===== config.mk =====
export PLATFORM = sky130hd
export DESIGN_NAME = hcms_frame_ctrl
export DESIGN_NICKNAME = d
export VERILOG_FILES = /design/src/rtl/hcms_frame_ctrl.sv
export SDC_FILE = /design/constraint.sdc
export NUM_CORES = 1
export LEC_CHECK = 0
export CORE_ASPECT_RATIO = 0.5
export CORE_MARGIN = 3
export CORE_UTILIZATION = 35
export DETAILED_ROUTE_END_ITERATION = 10
export PLACE_DENSITY_LB_ADDON = 0.2
export SLEW_MARGIN = 20
export SYNTH_ARGS = -nofsm -noshare
export SYNTH_HDL_FRONTEND = slang
export SYNTH_SLANG_ARGS = --single-unit
export TNS_END_PERCENT = 50

===== constraint.sdc =====
create_clock -name i_CLK -period 2.4 [get_ports i_CLK]
set_input_delay 0.24 -clock i_CLK [delete_from_list [all_inputs] [get_ports i_CLK]]
set_output_delay 0.24 -clock i_CLK [all_outputs]
set_load 0.02 [all_outputs]

===== src/rtl/hcms_frame_ctrl.sv =====
// Frame controller for an HCMS-29xx style dot-matrix display: power-up reset,
// control-word setup, then streams a column buffer to a byte-wide serial shifter.
module hcms_frame_ctrl #(
  parameter int          NUM_COLS     = 20,
  parameter int          RESET_CYCLES = 16,
  parameter logic [1:0]  PEAK_CURRENT = 2'b11
) (
  input  logic       i_CLK,
  input  logic       i_reset,
  input  logic       i_col_we,
  input  logic [4:0] i_col_addr,
  input  logic [7:0] i_col_data,
  input  logic [3:0] i_brightness,
  input  logic       i_update,
  output logic [7:0] o_byte,
  output logic       o_byte_load,
  input  logic       i_shift_done,
  output logic       o_cmd,
  output logic       o_disp_reset,
  output logic       o_busy,
  output logic       o_frame_done
);

  typedef enum logic [2:0] {S_RST_HOLD, S_CW1, S_CW0, S_IDLE, S_DATA, S_LATCH} state_t;

  localparam logic [5:0]  NC       = NUM_COLS[5:0];
  localparam logic [4:0]  LAST_COL = 5'(NUM_COLS - 1);
  localparam logic [15:0] RST_LAST = 16'(RESET_CYCLES - 1);

  state_t      state_q, state_d;
  logic        ack_q, ack_d;
  logic [7:0]  byte_q, byte_d;
  logic [4:0]  col_q, col_d;
  logic [15:0] rcnt_q, rcnt_d;
  logic [3:0]  last_bri_q, last_bri_d;
  logic        frame_pend_q, frame_pend_d;
  logic        cw_pend_q, cw_pend_d;

  logic [7:0]  col_buf [NUM_COLS];
  logic        wr_ok, sending, byte_done, enter_cw0, enter_data;

  assign wr_ok     = i_col_we && ({1'b0, i_col_addr} < NC);
  assign sending   = (state_q == S_CW1) || (state_q == S_CW0) || (state_q == S_DATA);
  // ack_q marks the second half of the handshake: load dropped, waiting for done to fall
  assign byte_done = sending && ack_q && !i_shift_done;

  always_ff @(posedge i_CLK) begin
    if (wr_ok) col_buf[i_col_addr] <= i_col_data;
  end

  always_comb begin
    state_d      = state_q;
    ack_d        = ack_q;
    byte_d       = byte_q;
    col_d        = col_q;
    rcnt_d       = rcnt_q;
    last_bri_d   = last_bri_q;
    frame_pend_d = frame_pend_q;
    cw_pend_d    = cw_pend_q | (i_brightness != last_bri_q);
    enter_cw0    = 1'b0;
    enter_data   = 1'b0;

    if (sending && !ack_q && i_shift_done) ack_d = 1'b1;
    if (byte_done)                         ack_d = 1'b0;

    unique case (state_q)
      S_RST_HOLD: begin
        rcnt_d = rcnt_q + 16'd1;
        if (rcnt_q == RST_LAST) begin
          state_d = S_CW1;
          byte_d  = 8'h81;
          rcnt_d  = '0;
        end
      end
      S_CW1:   if (byte_done) enter_cw0 = 1'b1;
      S_CW0:   if (byte_done) state_d = S_IDLE;
      S_IDLE: begin
        if (cw_pend_q)         enter_cw0  = 1'b1;
        else if (frame_pend_q) enter_data = 1'b1;
      end
      S_DATA: begin
        if (byte_done) begin
          if (col_q == LAST_COL) begin
            state_d = S_LATCH;
            col_d   = '0;
          end else begin
            col_d  = col_q + 5'd1;
            byte_d = col_buf[col_q + 5'd1];
          end
        end
      end
      S_LATCH: state_d = S_IDLE;
      default: state_d = S_RST_HOLD;
    endcase

    if (enter_cw0) begin
      state_d    = S_CW0;
      byte_d     = {2'b01, PEAK_CURRENT, i_brightness};
      last_bri_d = i_brightness;
      cw_pend_d  = 1'b0;
      ack_d      = 1'b0;
    end
    if (enter_data) begin
      state_d      = S_DATA;
      byte_d       = col_buf[0];
      col_d        = '0;
      ack_d        = 1'b0;
      frame_pend_d = 1'b0;
    end
    // a request landing on the DATA entry cycle must survive into the next frame
    if (wr_ok || i_update) frame_pend_d = 1'b1;
  end

  always_ff @(posedge i_CLK or posedge i_reset) begin
    if (i_reset) begin
      state_q      <= S_RST_HOLD;
      ack_q        <= 1'b0;
      byte_q       <= '0;
      col_q        <= '0;
      rcnt_q       <= '0;
      last_bri_q   <= '0;
      frame_pend_q <= 1'b1;
      cw_pend_q    <= 1'b0;
    end else begin
      state_q      <= state_d;
      ack_q        <= ack_d;
      byte_q       <= byte_d;
      col_q        <= col_d;
      rcnt_q       <= rcnt_d;
      last_bri_q   <= last_bri_d;
      frame_pend_q <= frame_pend_d;
      cw_pend_q    <= cw_pend_d;
    end
  end

  assign o_byte       = byte_q;
  assign o_byte_load  = sending && !ack_q;
  assign o_cmd        = (state_q == S_CW1) || (state_q == S_CW0);
  assign o_disp_reset = (state_q == S_RST_HOLD);
  assign o_busy       = (state_q != S_IDLE);
  assign o_frame_done = (state_q == S_LATCH);

endmodule


==> results of run 1 <==
-- metrics by stage --
| stage | util, % | power (mW) | area, sq um |
|---|---|---|---|
| after CTS | 43.43 | 8.804 | 10000 |
| after global routing | 43.45 | 9.131 | 10010 |
| after floorplan | - | 5.219 | 8280 |
| final | 43.45 | 8.723 | 10010 |
| after global placement | 40.88 | 5.946 | 9415 |
| after detailed placement | 40.88 | 5.958 | 9415 |
-- power groups by stage --
stage | Combinational (mW) | Clock (mW) | Sequential (mW)
finish | 1.76 | 2.86 | 4.11
global placement | 1.77 | 0 | 4.17
floorplan | 1.04 | 0 | 4.17
global route | 1.93 | 3.07 | 4.14
detailed placement | 1.78 | 0 | 4.18
CTS | 1.78 | 2.92 | 4.11
-- cell usage after synthesis (all sizes together) (9+ instances only) --
| cell | number |
|---|---|
| edfxtp | 160 |
| mux4 | 40 |
| dfrtp | 38 |
| nor2 | 29 |
| nand2 | 22 |
| mux2 | 16 |
| o21ai | 15 |
| buf | 13 |
| a221o | 12 |
| xnor2 | 12 |
| clkbuf | 11 |
| nor3 | 10 |
| inv | 9 |
-- critical path: stages, from the launching register on --
cell and delay (ns):
dfrtp_2 0.43, ha_2 0.40, buf_12 0.16, mux4_2 0.50, mux2i_1 0.20, buf_4 0.16, o221ai_1 0.13, o21a_1 0.20
-- cell usage in the layout, fill, tap and decap left out, types with 3 or more instances in the layout --
cell,count
a21o_1,6
a21oi_1,7
a221o_1,12
a22o_1,4
and3_1,3
buf_12,7
buf_4,50
clkbuf_16,17
clkdlybuf4s50_1,33
clkinv_4,3
dfrtp_1,37
edfxtp_1,160
inv_1,9
inv_8,4
mux2_2,16
mux2i_1,5
mux4_2,39
nand2_1,22
nand2b_1,4
nand3_1,8
nand3b_1,4
nand4_1,7
nor2_1,28
nor2b_1,5
nor3_1,10
nor3b_1,4
nor4_1,3
o21ai_0,15
xnor2_1,12
xor2_1,7
-- worst paths after layout --
| path | startpoint | end | slack [ns] | cells past startpoint |
|---|---|---|---|---|
| min in group i_CLK | i_shift_done | ack_q | 0.45 | 3 |
| max in group asynchronous | i_reset | frame_pend_q | 1.69 | 3 |
| max reg2reg | col_q[0] | o_byte[7] | 0.10 | 7 |
| min | i_reset | o_byte[1] | 0.12 | 2 |
| min reg2reg | rcnt_q[15] | rcnt_q[15] | 0.50 | 1 |
| max | col_q[0] | o_byte[7] | 0.10 | 7 |
-- registers in the layout, summed over array words and instances, names as in the netlist --
| register | flops |
|---|---|
| cw_pend_q | 1 |
| frame_pend_q | 1 |
| rcnt_q | 16 |
| col_q | 5 |
| o_byte | 8 |
| ack_q | 1 |
| state_q | 3 |
| last_bri_q | 4 |
| col_buf | 160 |
-- kinds of logic after synthesis --
family          Yosys count  share of synthesized area, %
flops                   199                         69.82
simple gates            108                         6.785
compound gates           61                         5.455
mux                      61                         13.71
buf+inv                  33                         1.813
xor+xnor                 20                         2.115
fa+ha+maj                 2                        0.3022
-- timing repair --
item	CTS	global route
setup endpoints to repair	0	3
resized for setup	0	2
endpoints found under the hold margin	0	0
-- routing by layer --
metal  vias up  wire (um)  GRT usage, %  part of all wire [%]
met2        93       8906         24.68                    47
met5         -          0             0                     0
met3        13        821         4.235                   4.3
met1      2402       8986         21.83                    48
li1       2098          -             -                     -
met4         0        173         3.447                  0.92
-- final cells by class --
class	count	area, sq um	area share, %
Sequential cell	199	5783	57.78
Multi-Input combinational cell	252	2361	23.59
Timing Repair Buffer	91	858.3	8.576
Clock buffer	19	432.9	4.326
Tap cell	307	384.1	3.838
Clock inverter	13	155.1	1.550
Inverter	9	33.78	0.3375
==> flow_summary.ini, run 1 <==
[timing]
setup_violations = 0
rsz0062_at_grt = yes
hold_ws_ns = 0.1168
fmax_ghz = 0.4348
hold_viol = 0
post-route-period-util_pct = 95.83
timing.final.ws_setup_ns = 0.1001
tns_ns = 0
tightestPinTransition_ns = 0.8318
slew-limit-headroom_pct = 44.55
drv_slew = 0
finalCriticalPeriod_ns = 2.300
fin_skew_ns = 0.01104

[floorplan]
initial_core_util_pct = 35.95
die_y_um = 114.8
ios = 35
rows = 39
die_w_um = 223.5
core_sq_um = 23030
dieArea_sq_um = 25650

[layout]
drive_gt1_share_pct = 26.07
nFillCells = 2050
nets = 594
synthToLayoutAreaGrowth_pct = 20.87
antenna_cells = 0
stdcell_count = 890

[placement]
dp_hpwl_um = 12590
gp_congestion = 0.7753
place_ws_ns = 0.1063
io_buffers = 34
placedCellCount = 858

[setup_path]
startpoint_type = flop
worstPathRequired_ns = 2.74
crit_type = reg -> reg
end_kind = flop
critPathArrivalTime_ns = 2.64
cp_max_fo = 9

[cts]
postCtsHoldBufs = 0
post_cts_buffers = 0
cts_buffers = 17
clockRootBuffer = clkbuf_16
clk-insertion-delay-late_ns = 0.44
cts_tree = built
h-tree-depth = 4
clockBufferDepth = 2
cts.sinks = 199
path_clk_slew_ns = 0.07

[route]
wl_per_cell_um = 21.22
vias_per_cell = 5.175
ant_nets = 0
drc = 0
drt-total-wl_um = 18890
drt-pass1-iter-count = 4
vias = 4606
dr.first_iter.drc_count = 476

[logic_synthesis]
ys_seq_area_share_pct = 69.82
syn_area_sq_um = 8280
ys.flop_type = edfxtp_1
synth_cells = 484
synth-seq-cells = 199
synth_fp_nets = 508
synth_warnings = 0
ys_async_sr_fraction_pct = 19.60
syn_area_per_cell_sq_um = 17.11
synth_cell_types = 53
netlist.area_leader.share_pct = 58.02
yosys.area.top_type = edfxtp_1
synth_enable_flop_cells = 160
netlist_top_cells_area = edfxtp_1 (58%), dfrtp_1 (11%), mux4_2 (11%), mux2_2 (2.2%), a221o_1 (1.5%)

[pwr]
share_seq_of_total_power_pct = 47.1
cellPowerDensity_nw_per_um2 = 871.6
p_sw_share_pct = 27.78
vdd_drop_max_uv = 587.7
p_clk_share_pct = 32.8
combPwrFrac_pct = 20.2
p_leak_nw = 3.453
p_switching_mw = 2.423
p_int_mw = 6.300

[run_status]
status = completed

[min_path]
hold_class = in -> async

[global_routing]
grt_pass1_vias = 4755
grt_max_degree = 30
grt_overflow = 0
grtUsageTotal_pct = 15.57
grt_pass1_wl_um = 29350
antenna_found_initial = 0

[flow_run]
maxCapViolations = 0
No activity file was read; power rests on OpenSTA's default activity.
==> inputs of run 2 (changes only) <==
- ABC_AREA: not set -> 1
- SKIP_LAST_GASP: not set -> 1
- SLEW_MARGIN: 20 -> not set
==> run 2 against run 1 <==
Routed wire length up 14%; synthesized area increased by 6.0%; hold slack improved by 0.35 ns; via count grew 36%; worst setup slack gained 0.11 ns; sequential power hardly changed; sequential share of layout area decreased by 1.7 points; die area grew 5.7%; clock power fell by 4%; critical endpoint is now o_frame_done; largest power group unchanged.
==> flow_summary.ini, run 2 <==
[global_routing]
grt_pass1_wl_um = 34160
grt_max_degree = 50
antenna_found_initial = 0
grt_pass1_vias = 5922
grt_overflow = 0
grtUsageTotal_pct = 16.34

[route]
drc = 0
ant_nets = 0
drt-total-wl_um = 21620
drt-pass1-iter-count = 5
vias = 6247
wl_per_cell_um = 17.02
dr.first_iter.drc_count = 679
vias_per_cell = 4.919

[min_path]
hold_class = in -> reg

[logic_synthesis]
netlist_top_cells_area = edfxtp_1 (55%), dfrtp_1 (11%), nand2_1 (6.8%), nor2_1 (6.4%), nand3_1 (5.1%)
synth_cell_types = 37
synth-seq-cells = 199
synth_cells = 859
ys_seq_area_share_pct = 65.89
ys_async_sr_fraction_pct = 19.60
ys.flop_type = edfxtp_1
synth_enable_flop_cells = 160
yosys.area.top_type = edfxtp_1
synth_most_common_cell = edfxtp_1
syn_area_sq_um = 8775
synthTopCellsByCount = edfxtp_1 (160), nand2_1 (159), nor2_1 (150)
netlist.area_leader.share_pct = 54.76
syn_area_per_cell_sq_um = 10.21
synth_warnings = 0
synth_fp_nets = 883

[timing]
hold_ws_ns = 0.4640
hold_viol = 0
tns_ns = 0
fmax_ghz = 0.4564
fin_skew_ns = 0.008094
post-route-period-util_pct = 91.29
finalCriticalPeriod_ns = 2.191
rsz0062_at_grt = no
drv_slew = 0
tightestPinTransition_ns = 0.7175
setup_violations = 0
slew-limit-headroom_pct = 51.99

[cts]
path_clk_slew_ns = 0.07
clockBufferDepth = 2
h-tree-depth = 4
clockRootBuffer = clkbuf_16
cts.sinks = 199
cts_tree = built
clk-insertion-delay-late_ns = 0.43
cts_buffers = 17

[layout]
final_cell_mix = edfxtp_1 (160), nand2_1 (159), nor2_1 (149)
antenna_cells = 0
stdcell_count = 1270
largest_register_ffs = 160
fin_util_pct = 42.39
layout.cells.most_common = edfxtp_1
nets = 945
synthToLayoutAreaGrowth_pct = 17.51
max_flop_register = col_buf
drive_gt1_share_pct = 9.422

[placement]
dp_hpwl_um = 14380
placedCellCount = 1237
io_buffers = 34
gp_congestion = 0.8166

[run_status]
status = completed

[setup_path]
crit_type = reg -> out
worstPathRequired_ns = 2.16
startpoint_type = flop
cp_max_fo = 4
critPathArrivalTime_ns = 1.95
end_kind = output pin

[floorplan]
rows = 40
dieArea_sq_um = 27120
die_w_um = 229.9
die_y_um = 118.0
core_sq_um = 24320
initial_core_util_pct = 36.08
ios = 35

[pwr]
vdd_drop_max_uv = 486.9
total_power_mw = 10.05
p_leak_nw = 4.057
cellPowerDensity_nw_per_um2 = 975.0

[flow_run]
maxCapViolations = 0
run 2: changes by cell type after synthesis, sizes merged, moves of 12 or more:
cell	previous run	this run
a221o	12	0
nor2	29	152
nand3	8	92
nand2	22	160
mux2	16	0
a21oi	7	20
o21ai	15	74
inv	9	78
mux4	40	0
run 2: cell type report:
cell class,instances,area (sq um)
Clock buffer,18,429.2
Clock inverter,14,135.1
Fill cell,2323,14010
Inverter,79,296.5
Multi-Input combinational cell,548,2549
Sequential cell,199,5783
Tap cell,336,420.4
Timing Repair Buffer,76,698.2
run 2: cell families (layout without fill, tap and decap cells):
| family | Yosys count | count (layout) | share of synthesized area, % |
|---|---|---|---|
| AOI/OAI and AO/OA | 107 | 107 | 6.417 |
| DFF | 199 | 199 | 65.89 |
| and+or+nand+nor | 421 | 421 | 20.26 |
| adders and majority gates | 2 | 2 | 0.2851 |
| xor gates and xnor gates | 18 | 18 | 2.053 |
| buffers and inverters | 112 | 187 | 5.091 |
run 2: metrics by stage:
| stage | setup slack (ns) | instance area, sq um |
|---|---|---|
| CTS | 0.04265 | 10310 |
| global placement | 0.1352 | 9732 |
| finish | 0.2090 | 10310 |
| detailed placement | 0.1208 | 9732 |
| floorplan | 0.6022 | 8775 |
| global route | 0.08955 | 10310 |
run 2: report_power, final:
part | leakage, nW | total, mW | internal [mW] | switching (mW)
clock | 0.274 | 2.74 | 1.37 | 1.37
sequential | 1.94 | 4.13 | 3.94 | 0.184
combinational | 1.84 | 3.19 | 1.10 | 2.09
run 2: path summary, 6_finish.rpt:
check / startpoint / slack (ns) / end / depth (start not counted)
max in group asynchronous: i_reset / 1.13 / col_q[0] / 4
min: i_brightness[2] / 0.46 / last_bri_q[2] / 3
max reg2reg: col_q[0] / 0.34 / o_byte[6] / 12
min in group asynchronous: i_reset / 0.53 / last_bri_q[2] / 3
min reg2reg: rcnt_q[2] / 0.50 / rcnt_q[2] / 1
max: state_q[0] / 0.21 / o_frame_done / 3
run 2: critical path, cell delays in order (launching register included):
cell and delay, ns:
dfrtp_1 0.42, inv_1 0.09, nor3_1 0.32, clkdlybuf4s50_1 0.69
run 2: metal layers:
layer  track usage [%]  share of wire (%)
met5                 0                  0
met4             3.771               0.87
met2             25.67                 47
met1             23.44                 47
met3             3.216                5.7
run 2: what timing repair did:
item | CTS | global route
hold buffers | 1 | 0
endpoints found under the setup margin | 0 | 1
resized for setup | 0 | 2
endpoints found under the hold margin | 3 | 0
setup buffers | 0 | 0
==> inputs of run 3 (changes only) <==
- CORE_MARGIN: 3 -> 4
- MAX_ROUTING_LAYER: not set -> met4
==> run 3 against run 2 <==
First-iteration DRC count decreased by 7.5%; largest power group unchanged; critical endpoint unchanged; fmax increased by 0.19%; via count decreased by 0.98%; highest routed layer unchanged; combinational power decreased by 2%.
==> flow_summary.ini, run 3 (same netlist as run 2, synthesis figures left out) <==
[run_status]
status = completed

[timing]
hold_ws_ns = 0.2087
fin_skew_ns = 0.01479
drv_slew = 0
post-route-period-util_pct = 91.12
setup_violations = 0
slew-limit-headroom_pct = 49.55
timing.final.ws_setup_ns = 0.2130
hold_viol = 0
fmax_ghz = 0.4573
tightestPinTransition_ns = 0.7544
rsz0062_at_grt = no
finalCriticalPeriod_ns = 2.187
tns_ns = 0

[route]
drc = 0
wl_per_cell_um = 17.16
vias = 6186
drt-total-wl_um = 21780
dr.first_iter.drc_count = 628
vias_per_cell = 4.875
ant_nets = 0
drt-pass1-iter-count = 6

[setup_path]
path_cells = inv_1 > nor3_1 > clkdlybuf4s50_1
cp_max_fo = 4
worstPathRequired_ns = 2.16
r2r-start = col_q[0]
critPathArrivalTime_ns = 1.95
startpoint = state_q[0]
critPathBufInv = 2
cp_slowest_cell = clkdlybuf4s50_1
crit_type = reg -> out
end_kind = output pin
startpoint_type = flop
crit_family = buffers and inverters
max_stage_delay_ns = 0.68

[layout]
layout.cells.most_common = edfxtp_1
antenna_cells = 0
largest_register_ffs = 160
max_flop_register = col_buf
synthToLayoutAreaGrowth_pct = 17.60
drive_gt1_share_pct = 9.539
final_cell_mix = edfxtp_1 (160), nand2_1 (159), nor2_1 (149)
nets = 944
stdcell_area_sq_um = 10320

[placement]
dp_hpwl_um = 14020
io_buffers = 34
gp_congestion = 0.8351
post_dp_cell_area_sq_um = 9732
place_ws_ns = 0.1801

[pwr]
total_power_mw = 10.08
vdd_drop_max_uv = 445.9
p_switching_mw = 3.667
combPwrFrac_pct = 31.1
p_sw_share_pct = 36.36
cellPowerDensity_nw_per_um2 = 977.3
share_seq_of_total_power_pct = 40.9
p_clk_share_pct = 28.0
p_int_mw = 6.418
p_leak_nw = 4.057

[floorplan]
initial_core_util_pct = 36.08
dieArea_sq_um = 27820
ios = 35
die_w_um = 231.9
die_y_um = 120.0
rows = 40
core_sq_um = 24320

[global_routing]
antenna_found_initial = 0
grt_max_degree = 65
grt_pass1_wl_um = 34880
grt_overflow = 0
grt_pass1_vias = 6093
grtUsageTotal_pct = 16.84

[cts]
postCtsHoldBufs = 0
clockRootBuffer = clkbuf_16
cts_tree = built
cts.sinks = 199
h-tree-depth = 4
clockBufferDepth = 2
cts_buffers = 17
clk-insertion-delay-late_ns = 0.45
path_clk_slew_ns = 0.07

[min_path]
hold_class = in -> async

[flow_run]
maxCapViolations = 0
[run 3: cell count changes in the layout (fill, tap and decap cells not counted), sizes merged]
cell | before | now
clkbuf | 18 | 17
clkinv | 9 | 8
clkinvlp | 1 | 2
dlygate4sd3 | 1 | 0
inv | 83 | 84
[run 3: path summary, 6_finish.rpt]
path	end	slack, ns	depth (start not counted)
worst max register to register	o_byte[4]	0.30	11
max in group asynchronous	col_q[0]	1.80	3
worst min register to register	o_byte[3]	0.48	2
worst max-delay path	o_frame_done	0.21	3
worst min-delay path	state_q[1]	0.21	3
min in group i_CLK	last_bri_q[3]	0.46	3
[run 3: metal layers]
metal | global-route usage, % | up-vias | wire, um
met5 | - | - | 0
met4 | 4.662 | 0 | 310
met3 | 3.961 | 20 | 1074
met2 | 25.37 | 132 | 9949
met1 | 23.00 | 3009 | 10440
li1 | - | 3025 | -
[run 3: layout make-up]
cell class	instances	area, sq um
fillers	2323	14000
flip-flops and latches	199	5783
multi-input cells	548	2549
repair buffers	75	688.2
clock buffers	17	425.4
well taps	336	420.4
inverters	79	296.5
clock inverters	15	156.4
[run 3: tightest hold or removal path, delay by kind of cell]
family | cells | cell delay (ns)
buf+inv | 3 | 0.87
[run 3: repair_timing]
item                       in CTS  in global routing
setup buffers                   0                  0
setup endpoints to repair       0                  1
gates resized for setup         0                  2
[run 3: through the flow]
stage                     instances  util (%)
after floorplan                 859         -
after global placement         1237     40.01
after detailed placement       1237     40.01
after CTS                      1269     42.40
after global routing           1269     42.42
final                          1269     42.42
[run 3: power by group through the flow]
stage               combinational [mW]  sequential (mW)  clock, mW
global placement                  3.15             4.19          0
CTS                               3.18             4.12       2.89
detailed placement                3.16             4.19          0
floorplan                         2.04             4.20          0
finish                            3.14             4.12       2.82
global route                      3.51             4.15       3.02
